`config.mk`:
```
export PLATFORM = sky130hd
export DESIGN_NAME = fp16_to_fp8_vector_quant_flat
export DESIGN_NICKNAME = d
export VERILOG_FILES = /design/src/rtl/fp16_to_fp8_vector_quant_if.sv /design/src/rtl/fp16_to_fp8_vector_quant.sv /design/src/flat_wrapper.sv
export SDC_FILE = /design/constraint.sdc
export NUM_CORES = 1
export LEC_CHECK = 0
export CELL_PAD_IN_SITES_DETAIL_PLACEMENT = 2
export CELL_PAD_IN_SITES_GLOBAL_PLACEMENT = 2
export CORE_UTILIZATION = 34
export DETAILED_ROUTE_END_ITERATION = 10
export HOLD_SLACK_MARGIN = 0.05
export PLACE_DENSITY = 0.78
export SLEW_MARGIN = 20
export SYNTH_ARGS = -nofsm -noshare
export SYNTH_HDL_FRONTEND = slang
export SYNTH_SLANG_ARGS = --single-unit
```
`constraint.sdc`:
```
create_clock -name clk -period 4.5 [get_ports clk]
set_clock_uncertainty 0.2 [all_clocks]
set_input_delay 0.675 -clock clk [delete_from_list [all_inputs] [get_ports clk]]
set_output_delay 0.675 -clock clk [all_outputs]
set_load 0.02 [all_outputs]
```
`src/rtl/fp16_to_fp8_vector_quant_if.sv`:
```
// Beat-level handshake bundle for the fp16 -> fp8 quantiser: fp16 input beat in, packed fp8 beat out.
interface fp16_to_fp8_vector_quant_if;
  logic        in_valid;
  logic        in_ready;
  logic        e5m2mode;
  logic [63:0] vec;
  logic        out_valid;
  logic        out_ready;
  logic [31:0] res;
  logic        res_e5m2;

  modport master (
    output in_valid, e5m2mode, vec, out_ready,
    input  in_ready, out_valid, res, res_e5m2
  );

  modport slave (
    input  in_valid, e5m2mode, vec, out_ready,
    output in_ready, out_valid, res, res_e5m2
  );
endinterface

```
`src/rtl/fp16_to_fp8_vector_quant.sv`:
```
// Two-stage valid/ready quantiser: 4 fp16 lanes -> 4 fp8 lanes (E5M2 or E4M3 per beat), RNE rounding,
// optional saturation and a saturating count of overflowed lanes.
module fp16_to_fp8_vector_quant #(
  parameter bit          SATURATE = 1'b1,
  parameter int unsigned CNT_W    = 16
) (
  input  logic                      clk,
  input  logic                      rst,
  fp16_to_fp8_vector_quant_if.slave bus,
  input  logic                      ovf_clr,
  output logic [CNT_W-1:0]          ovf_cnt
);
  localparam int unsigned SW = CNT_W + 1;

  logic s1_adv, s2_adv, out_fire;

  logic            s1_valid_q, s1_valid_d, s1_e5_q, s1_e5_d;
  logic [3:0]      s1_sign_q, s1_sign_d, s1_nan_q, s1_nan_d, s1_inf_q, s1_inf_d;
  logic [3:0]      s1_grd_q, s1_grd_d, s1_stk_q, s1_stk_d;
  logic [3:0][4:0] s1_base_q, s1_base_d;
  logic [3:0][3:0] s1_man_q, s1_man_d;

  logic             out_valid_q, out_valid_d, res_e5_q, res_e5_d;
  logic [31:0]      res_q, res_d;
  logic [3:0]       ovf_q, ovf_d;
  logic [CNT_W-1:0] cnt_q, cnt_d;

  assign s2_adv   = !out_valid_q || bus.out_ready;
  assign s1_adv   = !s1_valid_q || s2_adv;
  assign out_fire = out_valid_q && bus.out_ready;

  // Stage 1: align each lane so that man holds hidden bit + fraction bits of the target format.
  // Values below the target min normal are shifted further right; base is then 0 so the fp8 subnormal
  // (and a round-up into min normal) falls out of the same base+man addition in stage 2.
  always_comb begin : p_unpack
    logic [15:0] h;
    logic [4:0]  ef;
    logic signed [6:0] e, emin;
    logic [3:0]  dsh, sh7;
    logic [20:0] w;
    s1_valid_d = s1_valid_q;
    s1_e5_d    = s1_e5_q;
    s1_sign_d  = s1_sign_q;
    s1_nan_d   = s1_nan_q;
    s1_inf_d   = s1_inf_q;
    s1_grd_d   = s1_grd_q;
    s1_stk_d   = s1_stk_q;
    s1_base_d  = s1_base_q;
    s1_man_d   = s1_man_q;
    h = '0; ef = '0; e = '0; emin = '0; dsh = '0; sh7 = '0; w = '0;
    if (s1_adv) begin
      s1_valid_d = bus.in_valid;
      if (bus.in_valid) begin
        s1_e5_d = bus.e5m2mode;
        for (int unsigned i = 0; i < 4; i++) begin
          h    = bus.vec[16*i +: 16];
          ef   = h[14:10];
          e    = (ef == 5'd0) ? -7'sd14 : $signed({2'b00, ef}) - 7'sd15;
          emin = bus.e5m2mode ? -7'sd14 : -7'sd6;
          dsh  = '0;
          s1_base_d[i] = '0;
          if (e < emin) dsh = 4'(emin - e);
          else          s1_base_d[i] = 5'(e + (bus.e5m2mode ? 7'sd14 : 7'sd6));
          sh7  = {3'b000, bus.e5m2mode} + dsh;
          w    = {ef != 5'd0, h[9:0], 10'b0} >> sh7;
          s1_sign_d[i] = h[15];
          s1_nan_d[i]  = (ef == 5'h1F) && (h[9:0] != '0);
          s1_inf_d[i]  = (ef == 5'h1F) && (h[9:0] == '0);
          s1_man_d[i]  = w[20:17];
          s1_grd_d[i]  = w[16];
          s1_stk_d[i]  = |w[15:0];
        end
      end
    end
  end

  // Stage 2: RNE, then code = (base << F) + man; the hidden bit and any rounding carry land in the
  // exponent field by plain addition.
  always_comb begin : p_round
    logic [4:0] qr;
    logic [8:0] code;
    logic       big;
    logic [6:0] satv;
    out_valid_d = out_valid_q;
    res_d       = res_q;
    res_e5_d    = res_e5_q;
    ovf_d       = ovf_q;
    qr = '0; code = '0; big = 1'b0;
    satv = SATURATE ? (s1_e5_q ? 7'h7B : 7'h7E) : (s1_e5_q ? 7'h7C : 7'h7F);
    if (s2_adv) begin
      out_valid_d = s1_valid_q;
      if (s1_valid_q) begin
        res_e5_d = s1_e5_q;
        for (int unsigned i = 0; i < 4; i++) begin
          qr = {1'b0, s1_man_q[i]}
             + {4'b0000, s1_grd_q[i] & (s1_stk_q[i] | s1_man_q[i][0])};
          code = s1_e5_q ? ({2'b00, s1_base_q[i], 2'b00} + {4'b0000, qr})
                         : ({1'b0, s1_base_q[i], 3'b000} + {4'b0000, qr});
          big  = code > (s1_e5_q ? 9'd123 : 9'd126);
          ovf_d[i] = 1'b0;
          if (s1_nan_q[i]) begin
            res_d[8*i +: 8] = {s1_sign_q[i], 7'h7F};
          end else if (s1_inf_q[i] || big) begin
            res_d[8*i +: 8] = {s1_sign_q[i], satv};
            ovf_d[i] = 1'b1;
          end else begin
            res_d[8*i +: 8] = {s1_sign_q[i], code[6:0]};
          end
        end
      end
    end
  end

  always_comb begin : p_cnt
    logic [2:0]       pop;
    logic [CNT_W:0]   sum;
    pop = 3'(ovf_q[0]) + 3'(ovf_q[1]) + 3'(ovf_q[2]) + 3'(ovf_q[3]);
    sum = {1'b0, cnt_q} + SW'(pop);
    cnt_d = cnt_q;
    if (ovf_clr)       cnt_d = '0;
    else if (out_fire) cnt_d = sum[CNT_W] ? '1 : sum[CNT_W-1:0];
  end

  always_ff @(posedge clk or posedge rst) begin
    if (rst) begin
      s1_valid_q  <= 1'b0;
      s1_e5_q     <= 1'b0;
      s1_sign_q   <= '0;
      s1_nan_q    <= '0;
      s1_inf_q    <= '0;
      s1_grd_q    <= '0;
      s1_stk_q    <= '0;
      s1_base_q   <= '0;
      s1_man_q    <= '0;
      out_valid_q <= 1'b0;
      res_e5_q    <= 1'b0;
      res_q       <= '0;
      ovf_q       <= '0;
      cnt_q       <= '0;
    end else begin
      s1_valid_q  <= s1_valid_d;
      s1_e5_q     <= s1_e5_d;
      s1_sign_q   <= s1_sign_d;
      s1_nan_q    <= s1_nan_d;
      s1_inf_q    <= s1_inf_d;
      s1_grd_q    <= s1_grd_d;
      s1_stk_q    <= s1_stk_d;
      s1_base_q   <= s1_base_d;
      s1_man_q    <= s1_man_d;
      out_valid_q <= out_valid_d;
      res_e5_q    <= res_e5_d;
      res_q       <= res_d;
      ovf_q       <= ovf_d;
      cnt_q       <= cnt_d;
    end
  end

  assign bus.in_ready  = s1_adv;
  assign bus.out_valid = out_valid_q;
  assign bus.res       = res_q;
  assign bus.res_e5m2  = res_e5_q;
  assign ovf_cnt       = cnt_q;
endmodule

```
`src/flat_wrapper.sv`:
```
// flat-port wrapper written by rule: the top's interface ports become plain ports
module fp16_to_fp8_vector_quant_flat 
#(
  parameter bit          SATURATE = 1'b1,
  parameter int unsigned CNT_W    = 16
)
  (clk, rst, ovf_clr, ovf_cnt, bus_in_valid, bus_e5m2mode, bus_vec, bus_out_ready, bus_in_ready, bus_out_valid, bus_res, bus_res_e5m2);
  fp16_to_fp8_vector_quant_if bus_i ();
  input  logic clk;
  input  logic rst;
  input  logic ovf_clr;
  output logic [CNT_W-1:0] ovf_cnt;
  input wire logic [$bits(bus_i.in_valid)-1:0] bus_in_valid;
  input wire logic [$bits(bus_i.e5m2mode)-1:0] bus_e5m2mode;
  input wire logic [$bits(bus_i.vec)-1:0] bus_vec;
  input wire logic [$bits(bus_i.out_ready)-1:0] bus_out_ready;
  output wire logic [$bits(bus_i.in_ready)-1:0] bus_in_ready;
  output wire logic [$bits(bus_i.out_valid)-1:0] bus_out_valid;
  output wire logic [$bits(bus_i.res)-1:0] bus_res;
  output wire logic [$bits(bus_i.res_e5m2)-1:0] bus_res_e5m2;
  assign bus_i.in_valid = bus_in_valid;
  assign bus_i.e5m2mode = bus_e5m2mode;
  assign bus_i.vec = bus_vec;
  assign bus_i.out_ready = bus_out_ready;
  assign bus_in_ready = bus_i.in_ready;
  assign bus_out_valid = bus_i.out_valid;
  assign bus_res = bus_i.res;
  assign bus_res_e5m2 = bus_i.res_e5m2;
  fp16_to_fp8_vector_quant #(.SATURATE(SATURATE), .CNT_W(CNT_W)) u_core (.clk(clk), .rst(rst), .bus(bus_i), .ovf_clr(ovf_clr), .ovf_cnt(ovf_cnt));
endmodule
```
# [Yosys cells after proc, flatten, opt, wreduce, memory -nomap -nowiden]
# Cells that the tools add are included.
[classes] n_shift=4 n_addsub=32 n_reduce_logical=40 n_eq_ne=4 bitwise=8 mux=47 n_lt_le_gt_ge=8
[ops] operator="$mux W7" count=12
[ops] operator="$shr A21 B4 Y21" count=4
[ops] operator="$reduce_or A16 Y1" count=4
[ops] operator="$mux W4" count=14
[ops] operator="$mux W16" count=3
[ops] operator="$logic_not A10 Y1" count=4
[ops] operator="$reduce_bool A10 Y1" count=4
[ops] operator="$add A8 B5 Y9" count=4
[ops] operator="$mux W9" count=4
[ops] operator="$add A7 B5 Y8" count=4
[ops] operator="$lt A7 B5 Y1" count=4
[ops] operator="$sub A5 B4 Y6 const B" count=4
[ops] operator="$add A4 B1 Y5" count=4
[ops] operator="$add A5 B5 Y5" count=4
[ops] operator="$eq A5 B5 Y1 const B" count=4
[ops] operator="$logic_not A5 Y1" count=4
[ops] operator="$mux W5" count=4
[ops] operator="$reduce_bool A5 Y1" count=4
[ops] operator="$gt A9 B7 Y1" count=2
[ops] operator="$gt A9 B9 Y1" count=2
[ops] operator="$add A16 B3 Y17" count=1
[ops] operator="$add A1 B4 Y4" count=4
[ops] operator="$sub A4 B4 Y4" count=4
[ops] operator="$logic_and A1 B1 Y1" count=9
[ops] operator="other kinds (10)" count=32
[totals] wordCells=163 in_bits=70 output_inout_bits=51 reg_bits=112

# [Longest topological paths before layout]
# Gate-level depths: netlist of run 1.
[logic_depth] ltp_word=9 mapped_depth=22 mapped_depth_nobuf=18

# [Worst setup path after synthesis of run 1]
# OpenSTA, ideal clock, no wires.
[synth_path] kind="input-to-reg" startpoint="input port bus_vec[58]" endpoint="register u_core.s1_stk_q[3]" setup_slack_ps=-353 required_ps=4179 setup_ps=121 path_stages=22 arrival_ps=4532 cell_sequence="clkbuf_1 inv_1 ha_1 nor4b_2 clkbuf_1 nor2_1 ha_1 nor2b_1 o22ai_1 and2_1 clkbuf_1 nor3b_1 ha_1 ha_1 clkbuf_1 clkbuf_1 nand2_1 a221oi_1 nand2_1 a32oi_1 mux2i_1 o22a_1"
[synth_between] elab_chain_cells=9
[synth_lines] item="from (decl)" line="flat_wrapper.sv:15" rtl="input wire logic [$bits(bus_i.vec)-1:0] bus_vec;"
[synth_lines] item="$sub A5 B4 Y6 or $logic_not A5 Y1 (tied branches)" line="fp16_to_fp8_vector_quant.sv:58" rtl="e = (ef == 5'd0) ? -7'sd14 : $signed({2'b00, ef}) - 7'sd15;"
[synth_lines] item="$mux W7" line="fp16_to_fp8_vector_quant.sv:58"
[synth_lines] item="$lt A7 B5 Y1 or $sub A4 B4 Y4 (tied branches)" line="fp16_to_fp8_vector_quant.sv:62" rtl="if (e < emin) dsh = 4'(emin - e);"
[synth_lines] item="$mux W4" line="fp16_to_fp8_vector_quant.sv:62"
[synth_lines] item="$mux W4" line="fp16_to_fp8_vector_quant.sv:53" rtl="if (bus.in_valid) begin"
[synth_lines] item="$mux W4" line="fp16_to_fp8_vector_quant.sv:51" rtl="if (s1_adv) begin"
[synth_lines] item="$add A1 B4 Y4" line="fp16_to_fp8_vector_quant.sv:64" rtl="sh7 = {3'b000, bus.e5m2mode} + dsh;"
[synth_lines] item="$shr A21 B4 Y21 (*)" line="fp16_to_fp8_vector_quant.sv:65" rtl="w = {ef != 5'd0, h[9:0], 10'b0} >> sh7;"
[synth_lines] item="$reduce_or A16 Y1 (*)" line="fp16_to_fp8_vector_quant.sv:71" rtl="s1_stk_d[i] = |w[15:0];"
[synth_lines] item="to (signal assigned)" line="fp16_to_fp8_vector_quant.sv:147" rtl="s1_stk_q <= s1_stk_d;"
[synth_lines] item="to (decl)" line="fp16_to_fp8_vector_quant.sv:19" rtl="logic [3:0] s1_grd_q, s1_grd_d, s1_stk_q, s1_stk_d;"
# Mark *: on every way between the ends. The rest lies on a longest branch, timed or not. The select of a mux whose other input is x is not followed.
# A chain may end at the register's enable or synchronous reset.

# [Worst setup path after layout of run 1]
[layout_path] startpoint="input port bus_vec[30]" endpoint="register u_core.s1_stk_q[1]"
# The elaborated chain is that of the path after synthesis.

==> results of run 1 <==
tightest hold or removal path, stage by stage (launching register included):
cell and delay (ns):
dfrtp_1 0.35, nand2_1 0.05, nand2_1 0.05
cell families (layout without fill, tap and decap cells):
group / after synthesis / count (layout) / share of synthesized area [%]
simple gates: 383 / 383 / 20.9
fa+ha+maj: 91 / 91 / 13.3
flops: 112 / 112 / 30.7
xor+xnor: 46 / 46 / 4.70
compound gates: 281 / 281 / 20.9
buf+inv: 108 / 293 / 4.59
mux: 41 / 41 / 4.91
area by class of cell:
| type | count | area (sq um) |
|---|---|---|
| Sequential cell | 112 | 2800 |
| Tap cell | 335 | 419 |
| Inverter | 51 | 194 |
| Multi-Input combinational cell | 842 | 6010 |
| Clock inverter | 5 | 103 |
| Fill cell | 2861 | 14400 |
| Timing Repair Buffer | 226 | 2020 |
| Clock buffer | 11 | 253 |
what timing repair did:
item / CTS / global route
pin swaps: 2 / 4
hold buffers: 0 / 0
endpoints found under the setup margin: 1 / 4
resized for setup: 4 / 24
buffers inserted: 0 / 2
through the flow:
step	area [sq um]	setup TNS (ns)	utilization, %	setup slack [ns]	std cells
3_3_place_gp	11300	-0.279	43.2	-0.194	1564
6_report	11800	0	45.0	0.159	1582
3_5_place_dp	11300	-1.26	43.2	-0.532	1564
2_1_floorplan	9160	0	-	0.0123	1062
5_1_grt	11800	0	45.0	0.0103	1582
4_1_cts	11700	0	44.7	0.000729	1580
synthesized netlist by cell type, drive strengths merged, types with 15 or more instances:
master	count
a22o	22
dfrtp	112
a31oi	19
nand3	29
inv	51
a21o	16
and2	15
o31ai	16
nor3	18
nand2	120
a21oi	75
o21ai	42
clkbuf	44
a211oi	16
xnor2	19
ha	81
nor2	99
mux2i	29
xor2	27
and3	28
worst max-delay path by stage:
stage	from	endpoint	slack, ns	depth (start not counted)
floorplan	bus_vec[58]	u_core.s1_stk_q[3]$_DFFE_PP0P_	0.01	22
global placement	bus_vec[26]	u_core.s1_stk_q[1]$_DFFE_PP0P_	-0.19	19
detailed placement	bus_vec[26]	u_core.s1_stk_q[1]$_DFFE_PP0P_	-0.53	19
CTS	bus_vec[27]	u_core.s1_stk_q[1]$_DFFE_PP0P_	0.0007	21
global route	bus_vec[60]	u_core.s1_stk_q[3]$_DFFE_PP0P_	0.01	18
finish	bus_vec[30]	u_core.s1_stk_q[1]$_DFFE_PP0P_	0.16	19
sequential cells by signal (all words and copies together), names as in the netlist, 4 cells and up:
signal and flops:
u_core.ovf_cnt 16, u_core.s1_grd_q 4, u_core.s1_inf_q 4, u_core.ovf_q 4, u_core.s1_man_q 16, u_core.s1_base_q 20, u_core.s1_stk_q 4, u_core.bus.res 32
u_core.s1_nan_q 4, u_core.s1_sign_q 4
metal layers:
layer,wire [um],GRT usage [%],share of wire (%),vias up
met1,13400,27.2,43,4463
li1,-,-,-,4207
met2,16500,43.3,53,117
met4,582,6.87,1.9,0
met5,0,0,0,-
met3,566,1.84,1.8,40
power by group:
group	switching (mW)	total, mW	leakage, nW	internal [mW]
Combinational	1.06	1.93	3.78	0.878
Clock	0.393	0.968	0.172	0.575
Sequential	0.199	1.41	1.39	1.21
==> out/metrics.cfg, run 1 <==
[worst_setup_path]
crit_path_max_incr_delay_ns=0.59
cp_slowest_cell=or4b_4
rr_endpoint=u_core.bus.res[10]$_DFFE_PP0P_
r2r_start=u_core.s1_stk_q[1]$_DFFE_PP0P_
crit_arrival_ns=4.39
worst_setup_path_start_kind=input pin
crit_type=in2reg
cp-end-kind=flop
critPathMaxFanout=8
path_cells=clkdlybuf4s50_1, or4b_4, nand2_2, ha_2, nor2b_2, o2bb2ai_2, and2_4, and3_1, ha_2, ha_4, buf_4, buf_4, nor2_2, o221ai_1, a21oi_1, a31oi_1, nor2_1, a21oi_1, o32a_1
r2r_slack_ns=0.41
reg2regPathDepth=13
path_buf_inv=3
crit_family=simple AND/OR/NAND/NOR gates
crit_required_ns=4.55

[sta]
finalHoldWorstSlack_ns=0.285
rsz0062_at_grt=no
maxSlewViolCount=0
setup-violations-final=0
worst_pin_slew_ns=0.902
slew-limit-headroom_pct=39.9
finalCriticalPeriod_ns=4.34
max_clock_freq_ghz=0.230
min_period_over_period_pct=96.5
final_hold_viol_count=0

[synthesis]
yosysTopAreaCellShare_pct=30.7
yosysTopAreaCell=dfrtp_1
ys_types=70
ys_ff_latch=112
synth_seq_area_share_pct=30.7
syn_area_per_cell_sq_um=8.59
ys_async_sr_fraction_pct=100
synth_edf_count=0
synth_area_leaders=dfrtp_1 31%, ha_1 11%, nand2_1 4.9%
netlist_instances=1062
syn_area_sq_um=9130
yosys_warnings=0
ys.flop_type=dfrtp_1
syn_nets=1223

[place]
portBuffers=120
detailed_place_hpwl_um=23700
gp_congestion=0.788

[detailed_routing]
drtPass1Iterations=11
drtIter0Drc=389
routed_wl_um=31100
wl_per_cell_um=19.7
via_per_inst=5.58
via_count=8827
route.detailed.drc=13
antenna_left=0

[clock_tree]
ctsLongestPathBuffers=2
clock-sinks=112
htree_levels=3
clkLatencyLatePin_ns=0.37
numCtsBuffers=9
cts-root-buf=clkbuf_16
cts_tree=yes
clkTransAtPathRegs_ns=0.08

[global_route]
grt_pass1_vias=9857
antenna_found_initial=0
grt_max_degree=37
grt_use_total_pct=22.8
grt-ovfl-total=0
grt_pass1_wl_um=51400

[floorplan]
die_area_sq_um=27500
core_area_sq_um=26200
num_rows=59
die_h_um=166
die_w_um=166
start_util_pct=34.8
io_pins=121

[outcome]
violations=DRC
status=finished with violations

[power_and_ir_drop]
leakagePower_nw=5.34
ir_drop_v=0.000205
total_power_mw=4.31
power_density_nw_per_um2=365

[min_path]
hold_path_end=u_core.bus.res[7]$_DFFE_PP0P_
hp-start=u_core.s1_sign_q[0]$_DFFE_PP0P_
min_path_type=reg2reg
holdPathStages=2

[cells_and_area]
drive_gt1_share_pct=14.0
antenna_cells=0
final_common_cell=nand2_1
nets=1403
final_cell_mix=118 x nand2_1, 115 x clkdlybuf4s50_1, 112 x dfrtp_1, 105 x buf_4, 97 x nor2_1
syn_to_final_growth_pct=29.3

[job]
max_cap_violations=0

Note: power is estimated with default switching activity, not from simulation.
==> run 2, diff against run 1 <==
- GPL_TIMING_DRIVEN: unset -> 0
- SLEW_MARGIN: 20 -> unset
==> run 2 against run 1 <==
  * The flow still finishes with violations (DRC)
  * Clock power down 10%
  * Sequential share of layout area increased by 0.45 points
  * Global-route usage increased by 0.62 points
  * Worst hold slack got worse by 0.0095 ns
  * Final cell count shrank 2.3%
  * Register-to-register slack lost 0.04 ns
  * First-iteration DRC count up 4.1%
  * Worst setup slack worse by 0.090 ns
  * Critical path depth down 3
  * Fmax shrank 2.0%
  * Via count down 1.4%
  * Critical path type unchanged
==> out/metrics.cfg, run 2 (synthesis results as in run 1) <==
[sta]
worst_pin_slew_ns=1.05  ; was 0.902 ns
finalCriticalPeriod_ns=4.43  ; was 4.34 ns
maxSlewViolCount=0  ; unchanged
setup-violations-final=0  ; unchanged
max_clock_freq_ghz=0.226  ; was 0.230 GHz
final_hold_viol_count=0  ; unchanged
min_period_over_period_pct=98.5  ; was 96.5%
slew-limit-headroom_pct=30.3  ; was 39.9%

[floorplan]
die_area_sq_um=27500  ; unchanged
core_area_sq_um=26200  ; unchanged
io_pins=121  ; unchanged
num_rows=59  ; unchanged
die_h_um=166  ; unchanged
start_util_pct=34.8  ; unchanged
die_w_um=166  ; unchanged

[cells_and_area]
design_area_sq_um=11600  ; was 11800 sq um
drive_gt1_share_pct=11.9  ; was 14.0%
nets=1367  ; was 1403
instances_no_fill=1546  ; was 1582
largest_reg_flops=32  ; unchanged
antenna_cells=0  ; unchanged
syn_to_final_growth_pct=26.9  ; was 29.3%
register_area_sq_um=2800  ; unchanged
final_cell_mix=118 x nand2_1, 112 x dfrtp_1, 104 x clkdlybuf4s50_1, 94 x nor2_1, 75 x ha_1  ; was 118 x nand2_1, 115 x clkdlybuf4s50_1, 112 x dfrtp_1, 105 x buf_4, 97 x nor2_1
final_common_cell=nand2_1  ; unchanged
n_fill_cell=2865  ; was 2861
multiInputGateArea_sq_um=6200  ; was 6010 sq um

[global_route]
grt_pass1_vias=9524  ; was 9857
grt_use_total_pct=23.4  ; was 22.8%
antenna_found_initial=0  ; unchanged
grt_max_degree=93  ; was 37
grt_pass1_wl_um=51900  ; was 51400 um
grt-ovfl-total=0  ; unchanged

[outcome]
violations=DRC  ; unchanged
status=finished with violations  ; unchanged

[worst_setup_path]
crit_required_ns=4.55  ; about the same
rr_endpoint=u_core.bus.res[2]$_DFFE_PP0P_  ; was u_core.bus.res[10]$_DFFE_PP0P_
r2r_start=u_core.s1_man_q[0]$_DFFE_PP0P_  ; was u_core.s1_stk_q[1]$_DFFE_PP0P_
reg2regPathDepth=14  ; was 13
crit_arrival_ns=4.48  ; was 4.39 ns
crit_type=in2reg  ; unchanged
worst_setup_path_start_kind=input pin  ; unchanged
r2r_slack_ns=0.37  ; was 0.41 ns
cp-end-kind=flop  ; unchanged
critPathMaxFanout=9  ; was 8

[power_and_ir_drop]
total_power_mw=4.18  ; was 4.31 mW
leakagePower_nw=5.11  ; was 5.34 nW
ir_drop_v=0.000204  ; was 0.000205 V
power_density_nw_per_um2=361  ; was 365 nW/um^2

[min_path]
min_path_type=reg2reg  ; unchanged
hold_path_end=u_core.s1_grd_q[2]$_DFFE_PP0P_  ; was u_core.bus.res[7]$_DFFE_PP0P_
hp-start=u_core.s1_grd_q[2]$_DFFE_PP0P_  ; was u_core.s1_sign_q[0]$_DFFE_PP0P_
holdPathStages=2  ; unchanged

[place]
detailed_place_hpwl_um=23900  ; was 23700 um
gp_congestion=0.808  ; was 0.788
portBuffers=116  ; was 120
placedCellCount=1514  ; was 1564
place_area_sq_um=10800  ; was 11300 sq um

[clock_tree]
cts_tree=yes  ; unchanged
clock-sinks=112  ; unchanged
cts-root-buf=clkbuf_16  ; unchanged
numCtsBuffers=9  ; unchanged
clkTransAtPathRegs_ns=0.08  ; about the same
htree_levels=3  ; unchanged
ctsLongestPathBuffers=2  ; unchanged
clkLatencyLatePin_ns=0.37  ; about the same

[detailed_routing]
route.detailed.drc=13  ; unchanged
antenna_left=0  ; unchanged
drtIter0Drc=405  ; was 389
routed_wl_um=32100  ; was 31100 um
wl_per_cell_um=20.7  ; was 19.7 um
via_per_inst=5.63  ; was 5.58
via_count=8705  ; was 8827
drtPass1Iterations=7  ; was 11

[job]
max_cap_violations=0  ; unchanged

## run 2: cell types whose count changed in the layout (fill, tap and decap cells not counted), sizes merged
cell / delta
buf: -68
clkbuf: +36
clkdlybuf4s50: -11
dlygate4sd2: +5
inv: +3
bufinv: -2
clkdlybuf4s15: +1
clkinv: +1
clkinvlp: -1
## run 2: final cells by class
| type | count | area share [%] |
|---|---|---|
| multi-input cells | 842 | 53.5 |
| clock buffers | 10 | 2.06 |
| plain buffers | 52 | 2.49 |
| well taps | 335 | 3.62 |
| flip-flops and latches | 112 | 24.2 |
| clock inverters | 6 | 0.638 |
| inverters | 51 | 1.70 |
| repair buffers | 138 | 11.8 |
## run 2: worst max-delay path by stage
stage	slack (ns)	end	startpoint	cells past startpoint
after floorplan	0.01	u_core.s1_stk_q[3]$_DFFE_PP0P_	bus_vec[58]	22
after global placement	-1.40	u_core.s1_stk_q[1]$_DFFE_PP0P_	bus_vec[26]	20
after detailed placement	-1.47	u_core.s1_stk_q[1]$_DFFE_PP0P_	bus_vec[26]	20
after CTS	-0.04	u_core.s1_stk_q[1]$_DFFE_PP0P_	bus_vec[26]	21
after global routing	-0.03	u_core.s1_stk_q[1]$_DFFE_PP0P_	bus_e5m2mode	16
final	0.07	u_core.s1_stk_q[1]$_DFFE_PP0P_	bus_e5m2mode	16
## run 2: layer usage
| metal | vias up | track usage, % | routed length (um) |
|---|---|---|---|
| met3 | 41 | 2.05 | 617 |
| li1 | 4130 | - | - |
| met5 | - | 0 | 0 |
| met1 | 4418 | 29.6 | 14500 |
| met2 | 116 | 42.6 | 16300 |
| met4 | 0 | 6.38 | 688 |
## run 2: worst max-delay path: stages
cell and delay [ns]:
dlygate4sd2_1 0.89, ha_1 0.39, nor2b_2 0.23, o2bb2ai_2 0.10
and2_4 0.14, buf_6 0.13, and3_4 0.18, ha_4 0.17
ha_4 0.32, buf_8 0.13, mux2i_4 0.23, nor2_2 0.07
a211oi_2 0.20, a2bb2oi_1 0.18, mux2i_1 0.09, o32a_1 0.34
## run 2: report_power, final
| part | internal (mW) | switching [mW] |
|---|---|---|
| sequential | 1.21 | 0.191 |
| clock | 0.457 | 0.415 |
| combinational | 0.835 | 1.07 |
## run 2: what timing repair did
action                                  4_1_cts  5_1_grt
endpoints found under the setup margin       25       15
gates cloned                                  0        1
gates resized for setup                      56       59
pin swaps                                     5        9
hold buffers                                  0        0
endpoints found under the hold margin         0        0
setup buffers                                13        7
## run 2: stage by stage
step	util (%)	TNS [ns]	hold slack (ns)	worst slack, ns
after floorplan	-	0	0.239	0.0123
after global placement	41.0	-152.32	0.250	-1.40
after detailed placement	41.1	-23.12	0.262	-1.47
after CTS	43.1	-0.0389	0.281	-0.0389
after global routing	44.2	-0.0418	0.306	-0.0332
final	44.2	0	0.276	0.0694
